===== config.mk =====
export PLATFORM = sky130hd
export DESIGN_NAME = multi_timestamp_capture
export DESIGN_NICKNAME = d
export VERILOG_FILES = /design/src/rtl/multi_timestamp_capture.sv
export SDC_FILE = /design/constraint.sdc
export NUM_CORES = 1
export LEC_CHECK = 0
export CORE_MARGIN = 2
export CORE_UTILIZATION = 50
export CTS_CLUSTER_DIAMETER = 40
export DETAILED_ROUTE_END_ITERATION = 12
export PLACE_DENSITY = 0.75
export SETUP_SLACK_MARGIN = 0.3
export SLEW_MARGIN = 25
export SYNTH_ARGS = -nofsm -noshare
export SYNTH_HDL_FRONTEND = slang
export SYNTH_SLANG_ARGS = --single-unit

===== constraint.sdc =====
create_clock -name clk -period 2.91 [get_ports clk]
set_input_delay 0.873 -clock clk [delete_from_list [all_inputs] [get_ports clk]]
set_output_delay 0.873 -clock clk [all_outputs]
set_load 0.05 [all_outputs]

===== src/rtl/multi_timestamp_capture.sv =====
// rtl/multi_timestamp_capture.sv - multi-channel first-edge timestamp capture with coincidence window
//
// One free-running counter is shared by CHANNELS detect inputs. The first rising
// edge on any channel opens a window of WINDOW cycles. Inside that window the
// first rising edge of each channel is timestamped. The completed set is then
// streamed out one channel per ts_valid/ts_ready handshake, in channel order.
//
// Optional feature: define TIMESTAMP_RELATIVE_EN to report timestamps relative
// to the first edge of the set (mod 2^TS_WIDTH) instead of raw counter values.
//
// Ports:
//   clk         sole clock
//   rst         synchronous active-high reset
//   detect      per-channel level flags; only rising edges count
//   ts_valid    output word valid
//   ts_ready    downstream accepts the word
//   ts_value    timestamp of ts_channel (0 when missed)
//   ts_channel  channel index of the current word
//   ts_hit      channel fired inside the window
//   ts_last     word for channel CHANNELS-1
//   busy        a set is being collected or streamed
module multi_timestamp_capture #(
  parameter int CHANNELS = 4,
  parameter int TS_WIDTH = 32,
  parameter int WINDOW   = 50000,
  localparam int CH_W    = (CHANNELS > 1) ? $clog2(CHANNELS) : 1
) (
  input  logic                clk,
  input  logic                rst,
  input  logic [CHANNELS-1:0] detect,
  output logic                ts_valid,
  input  logic                ts_ready,
  output logic [TS_WIDTH-1:0] ts_value,
  output logic [CH_W-1:0]     ts_channel,
  output logic                ts_hit,
  output logic                ts_last,
  output logic                busy
);

  localparam logic [TS_WIDTH-1:0] WIN = TS_WIDTH'(WINDOW);

  typedef enum logic [1:0] {S_IDLE, S_COLLECT, S_OUTPUT} state_t;

  state_t              state;
  logic [TS_WIDTH-1:0] cnt;
  logic [TS_WIDTH-1:0] wcnt;
  logic [CHANNELS-1:0] prev;
  logic [CHANNELS-1:0] hit;
  logic [TS_WIDTH-1:0] cap [CHANNELS];

`ifdef TIMESTAMP_RELATIVE_EN
  logic [TS_WIDTH-1:0] t0;
  logic [TS_WIDTH-1:0] t0_n;
`endif

  logic [CHANNELS-1:0] edge_det;
  logic [CHANNELS-1:0] hit_n;
  logic [TS_WIDTH-1:0] cap_n [CHANNELS];
  logic                all_hit_n;
  logic [TS_WIDTH-1:0] wcnt_inc;
  logic [CH_W-1:0]     nxt_ch;
  logic [TS_WIDTH-1:0] nxt_raw;
  logic                nxt_hit;
  logic [TS_WIDTH-1:0] nxt_val;
  logic [TS_WIDTH-1:0] first_val;

  assign edge_det = detect & ~prev;
  assign wcnt_inc = wcnt + TS_WIDTH'(1);
  assign nxt_ch   = ts_channel + CH_W'(1);

  // Next-state capture view: the word loaded on entry to OUTPUT must already
  // include captures made in the exit cycle itself.
  always_comb begin
    hit_n = hit;
    cap_n = cap;
    if (state == S_IDLE) begin
      for (int i = 0; i < CHANNELS; i++) begin
        hit_n[i] = edge_det[i];
        cap_n[i] = edge_det[i] ? cnt : '0;
      end
    end else if (state == S_COLLECT) begin
      for (int i = 0; i < CHANNELS; i++) begin
        if (edge_det[i] && !hit[i]) begin
          hit_n[i] = 1'b1;
          cap_n[i] = cnt;
        end
      end
    end
    all_hit_n = &hit_n;

    nxt_raw = '0;
    nxt_hit = 1'b0;
    for (int i = 0; i < CHANNELS; i++) begin
      if (CH_W'(i) == nxt_ch) begin
        nxt_raw = cap[i];
        nxt_hit = hit[i];
      end
    end

`ifdef TIMESTAMP_RELATIVE_EN
    t0_n      = (state == S_IDLE) ? cnt : t0;
    first_val = hit_n[0] ? (cap_n[0] - t0_n) : '0;
    nxt_val   = nxt_hit ? (nxt_raw - t0) : '0;
`else
    first_val = hit_n[0] ? cap_n[0] : '0;
    nxt_val   = nxt_hit ? nxt_raw : '0;
`endif
  end

  always_ff @(posedge clk) begin
    if (rst) begin
      state      <= S_IDLE;
      cnt        <= '0;
      wcnt       <= '0;
      prev       <= '0;
      hit        <= '0;
      for (int i = 0; i < CHANNELS; i++) cap[i] <= '0;
`ifdef TIMESTAMP_RELATIVE_EN
      t0         <= '0;
`endif
      ts_valid   <= 1'b0;
      ts_value   <= '0;
      ts_channel <= '0;
      ts_hit     <= 1'b0;
      ts_last    <= 1'b0;
      busy       <= 1'b0;
    end else begin
      cnt  <= cnt + TS_WIDTH'(1);
      prev <= detect;
      hit  <= hit_n;
      cap  <= cap_n;
`ifdef TIMESTAMP_RELATIVE_EN
      t0   <= t0_n;
`endif
      case (state)
        S_IDLE: begin
          if (|edge_det) begin
            wcnt <= TS_WIDTH'(1);
            busy <= 1'b1;
            // A one-cycle window, or every channel firing at once, leaves
            // nothing more to collect.
            if (all_hit_n || (WINDOW == 1)) begin
              state      <= S_OUTPUT;
              ts_valid   <= 1'b1;
              ts_channel <= '0;
              ts_value   <= first_val;
              ts_hit     <= hit_n[0];
              ts_last    <= 1'b0;
            end else begin
              state <= S_COLLECT;
            end
          end
        end
        S_COLLECT: begin
          wcnt <= wcnt_inc;
          // wcnt_inc reaching WINDOW marks cycle t0+WINDOW-1, the last
          // capturable cycle; its edges are already folded into hit_n.
          if (all_hit_n || (wcnt_inc == WIN)) begin
            state      <= S_OUTPUT;
            ts_valid   <= 1'b1;
            ts_channel <= '0;
            ts_value   <= first_val;
            ts_hit     <= hit_n[0];
            ts_last    <= 1'b0;
          end
        end
        S_OUTPUT: begin
          if (ts_ready) begin
            if (ts_last) begin
              state      <= S_IDLE;
              ts_valid   <= 1'b0;
              ts_value   <= '0;
              ts_channel <= '0;
              ts_hit     <= 1'b0;
              ts_last    <= 1'b0;
              busy       <= 1'b0;
            end else begin
              ts_channel <= nxt_ch;
              ts_value   <= nxt_val;
              ts_hit     <= nxt_hit;
              ts_last    <= (nxt_ch == CH_W'(CHANNELS - 1));
            end
          end
        end
        default: state <= S_IDLE;
      endcase
    end
  end

endmodule


==> metrics <==
Final Net Count=~1,600; first-pass GRT wire length=58,010 um; mux cell area share after synthesis=0.3429%; pin count of the biggest net entering global routing=roughly 150; status=finished clean; ys flop type=sky130_fd_sc_hd__dfxtp_1; fraction of layout cells with a size suffix above 1=14.47%; dominant combinational cell family by area after synthesis=simple AND/OR/NAND/NOR gates; xor-xnor portion of the synthesized cell area=2.475%; CTS H-Tree Depth=2; number of cells in the design after placement=1,806; CTS tree=built; category of the worst setup path launch point=flip-flop; number of antenna violations at the first check in global routing=0; CTS Hold Bufs=0; measured slew at the worst slew-check pin=717.8 ps; total vias in the final route=around 12,000; num ports=45; most common library cells after synthesis=sky130_fd_sc_hd__dfxtp_1 (240), sky130_fd_sc_hd__a21oi_1 (237), sky130_fd_sc_hd__nand2_1 (202); wire length reported by the detailed router=~37,000 um; global route total overflow=0; Remaining DRCs=0; clock transition at the register clock pins on the worst setup and hold paths after CTS=~50 ps; count of buffers inserted at the top-level ports=44; Simple-Gate Fraction of Synth Area=27.15%; floorplan core area=0.02278 mm^2; Post-DRT Antenna Nets=0; unrepaired setup endpoints after global routing=yes; ordered list of cells on the worst path=ha_4, nand3_4, nor3_4, buf_6, nand4_4, mux2i_2, o211ai_1, o41a_1, o21ai_4, buf_12, buf_12, o211a_1; utilization after layout=63.56%; Hold WC Path Type=flip-flop to flip-flop; DR vias/cell=6.217; leading cell type by number of instances after synthesis=sky130_fd_sc_hd__dfxtp_1; total count of hold-check failures in the final report=0; total setup violations reported at the end of the flow=0; number of enable flip-flop cells after synthesis=0; Leakage Power=roughly 5.3 nW; number of DRC violations after detailed-routing iteration 0=between 1,000 and 1,500; maximum capacitance violations=0; Global Route Usage Sum=29.34%; relative slew slack=52.08%; clock insertion delay at the later pin of the skew report=520 ps; fillcell total=between 1,500 and 2,000; number of different library cells in the post-synthesis netlist=58; number of global-route vias before repair=11,070; number of buffers inserted during clock tree synthesis=37; top area cells in the synthesized netlist=sky130_fd_sc_hd__dfxtp_1 (41%), sky130_fd_sc_hd__a21oi_1 (10%), sky130_fd_sc_hd__nand2_1 (6.5%); reg-to-reg setup timing slack=270 ps; diode insertion count for antenna repair=0; post-synthesis area per instance=7.622 um^2; final weighted congestion of routability-driven global placement=0.8812; data arrival time of the worst path=3080 ps; slowest cell delay on critical path=~380 ps; Final Instance Count excl. Fillers=1,896; total standard cell area after synthesis=0.01168 mm^2; category of the critical setup timing path=flip-flop to flip-flop; total nets after synthesis=approximately 1,500; most area-hungry cell type in the Yosys netlist=sky130_fd_sc_hd__dfxtp_1; crit path time final=2645 ps; hpwl dp=19,370 um; synthesis-to-layout area growth=23.98%; fraction of registers with async set or reset after synthesis=0%; achievable clock frequency=0.3781 GHz; post-synthesis register bit count=between 200 and 250; synthesized-area fraction occupied by ao, oa, aoi and oai cells=22.58%; die area=about 0.025 mm^2; Layout Skew=approximately 36 ps; CTS Root Cell=sky130_fd_sc_hd__clkbuf_16; most used cell along the critical path=sky130_fd_sc_hd__buf_12; die boundary width=approximately 160 um; area share of the largest cell type after synthesis=41.14%; Yosys warnings=0; post-synthesis adder-cell area fraction=less than 1%; crit end category=flip-flop; final setup slack of the worst path=265.3 ps; placement-stage worst setup slack=-53.45 ps; worst voltage drop across the vdd grid=0.3876 mV; worst-case clock buffer depth=3; vertical die dimension=156.8 um; library cell contributing the largest single delay on the critical path=sky130_fd_sc_hd__o41a_1; data required time at the worst endpoint=3350 ps; power per cell area=587.5 mW/mm^2; sequential fraction of the synthesis area=around two fifths; final routed wire length divided by cell count=19.32 um; FP Rows=55; cell count after synthesis=1,532; crit-path max FO=16; number of slew-limit violations in the final report=0; CTS sink count=240; summed negative setup slack over all endpoints=0 ps; starting density of the core=between 50% and 60%; final critical-path share of the clock period=90.88%; number of optimization iterations in the first detailed-route pass=5
[state kept, by name, indices dropped and copies added, names as in the netlist]
register,count
cnt,32
hit,4
ts_value,32
ts_valid,1
ts_last,1
state,2
prev,4
cap,128
ts_channel,2
busy,1
wcnt,32
ts_hit,1
[worst max-delay path, delay by kind of cell (launching register included)]
kind	cells	cell delay, ps
AOI/OAI and AO/OA	4	830
and+or+nand+nor	3	520
buffers and inverters	3	460
DFF	1	370
muxes	1	250
adders and majority gates	1	160
[per-layer routing]
layer | wire, um | vias up | global-route usage (%)
met2 | 16710 | 677 | 46.95
met4 | 1321 | 0 | 11.58
met5 | 0 | - | 0
met1 | 14650 | 5517 | 39.64
li1 | - | 5475 | -
met3 | 3941 | 118 | 4.680
[power breakdown]
group	internal [W]	switching, W	leakage [nW]
Combinational	0.000249	0.000576	2.77
Clock	0.00270	0.00160	0.581
Sequential	0.00333	0.0000461	1.95
Total	0.00628	0.00222	5.30
[cells in the final DEF (no fill, tap or decap), types with 33 or more instances in the layout]
cell,n
sky130_fd_sc_hd__a21oi_1,235
sky130_fd_sc_hd__o21ai_0,95
sky130_fd_sc_hd__nand2_1,202
sky130_fd_sc_hd__buf_4,59
sky130_fd_sc_hd__nor3_1,41
sky130_fd_sc_hd__nand3b_1,37
sky130_fd_sc_hd__dfxtp_1,222
sky130_fd_sc_hd__nand3_1,123
sky130_fd_sc_hd__clkbuf_16,40
sky130_fd_sc_hd__clkdlybuf4s50_1,33
sky130_fd_sc_hd__nor2_1,108
sky130_fd_sc_hd__a22oi_1,36
sky130_fd_sc_hd__o211a_1,33
[cell families after synthesis]
logic type      after synthesis
xor+xnor                     33
fa+ha+maj                     7
compound gates              451
flops                       240
mux                           4
simple gates                638
buf+inv                     159
[path summary, 6_finish.rpt]
kind	start	to	cells after the start
setup / recovery	wcnt[0]	ts_value[13]	12
hold / removal	cap[57]	cap[57]	2
setup reg to reg	wcnt[0]	ts_value[13]	12
hold reg to reg	cap[57]	cap[57]	2
[per-stage QoR]
step	hold WS, ps	area, um^2	total power [W]
floorplan	432.2	11750	0.003877
global placement	438.1	12790	0.004218
detailed placement	443.3	12790	0.004227
CTS	450.2	14230	0.008519
global route	465.3	14480	0.008745
finish	447.4	14480	0.008506
[layout make-up]
| class | count | area [um^2] | area share, % |
|---|---|---|---|
| timing repair buffer | 137 | 1553 | 10.73 |
| clock buffer | 46 | 989.7 | 6.836 |
| clock inverter | 20 | 215.2 | 1.486 |
| sequential | 240 | 4845 | 33.46 |
| tap | 313 | 391.6 | 2.705 |
| inverter | 7 | 26.28 | 0.1815 |
| multi-input combinational | 1133 | 6457 | 44.60 |
[what timing repair did]
item	CTS	global route
pin swaps	9	9
gates cloned	3	3
setup endpoints to repair	42	46
setup buffers	14	4
gates resized for setup	28	37
No activity file was read; power rests on OpenSTA's default activity.
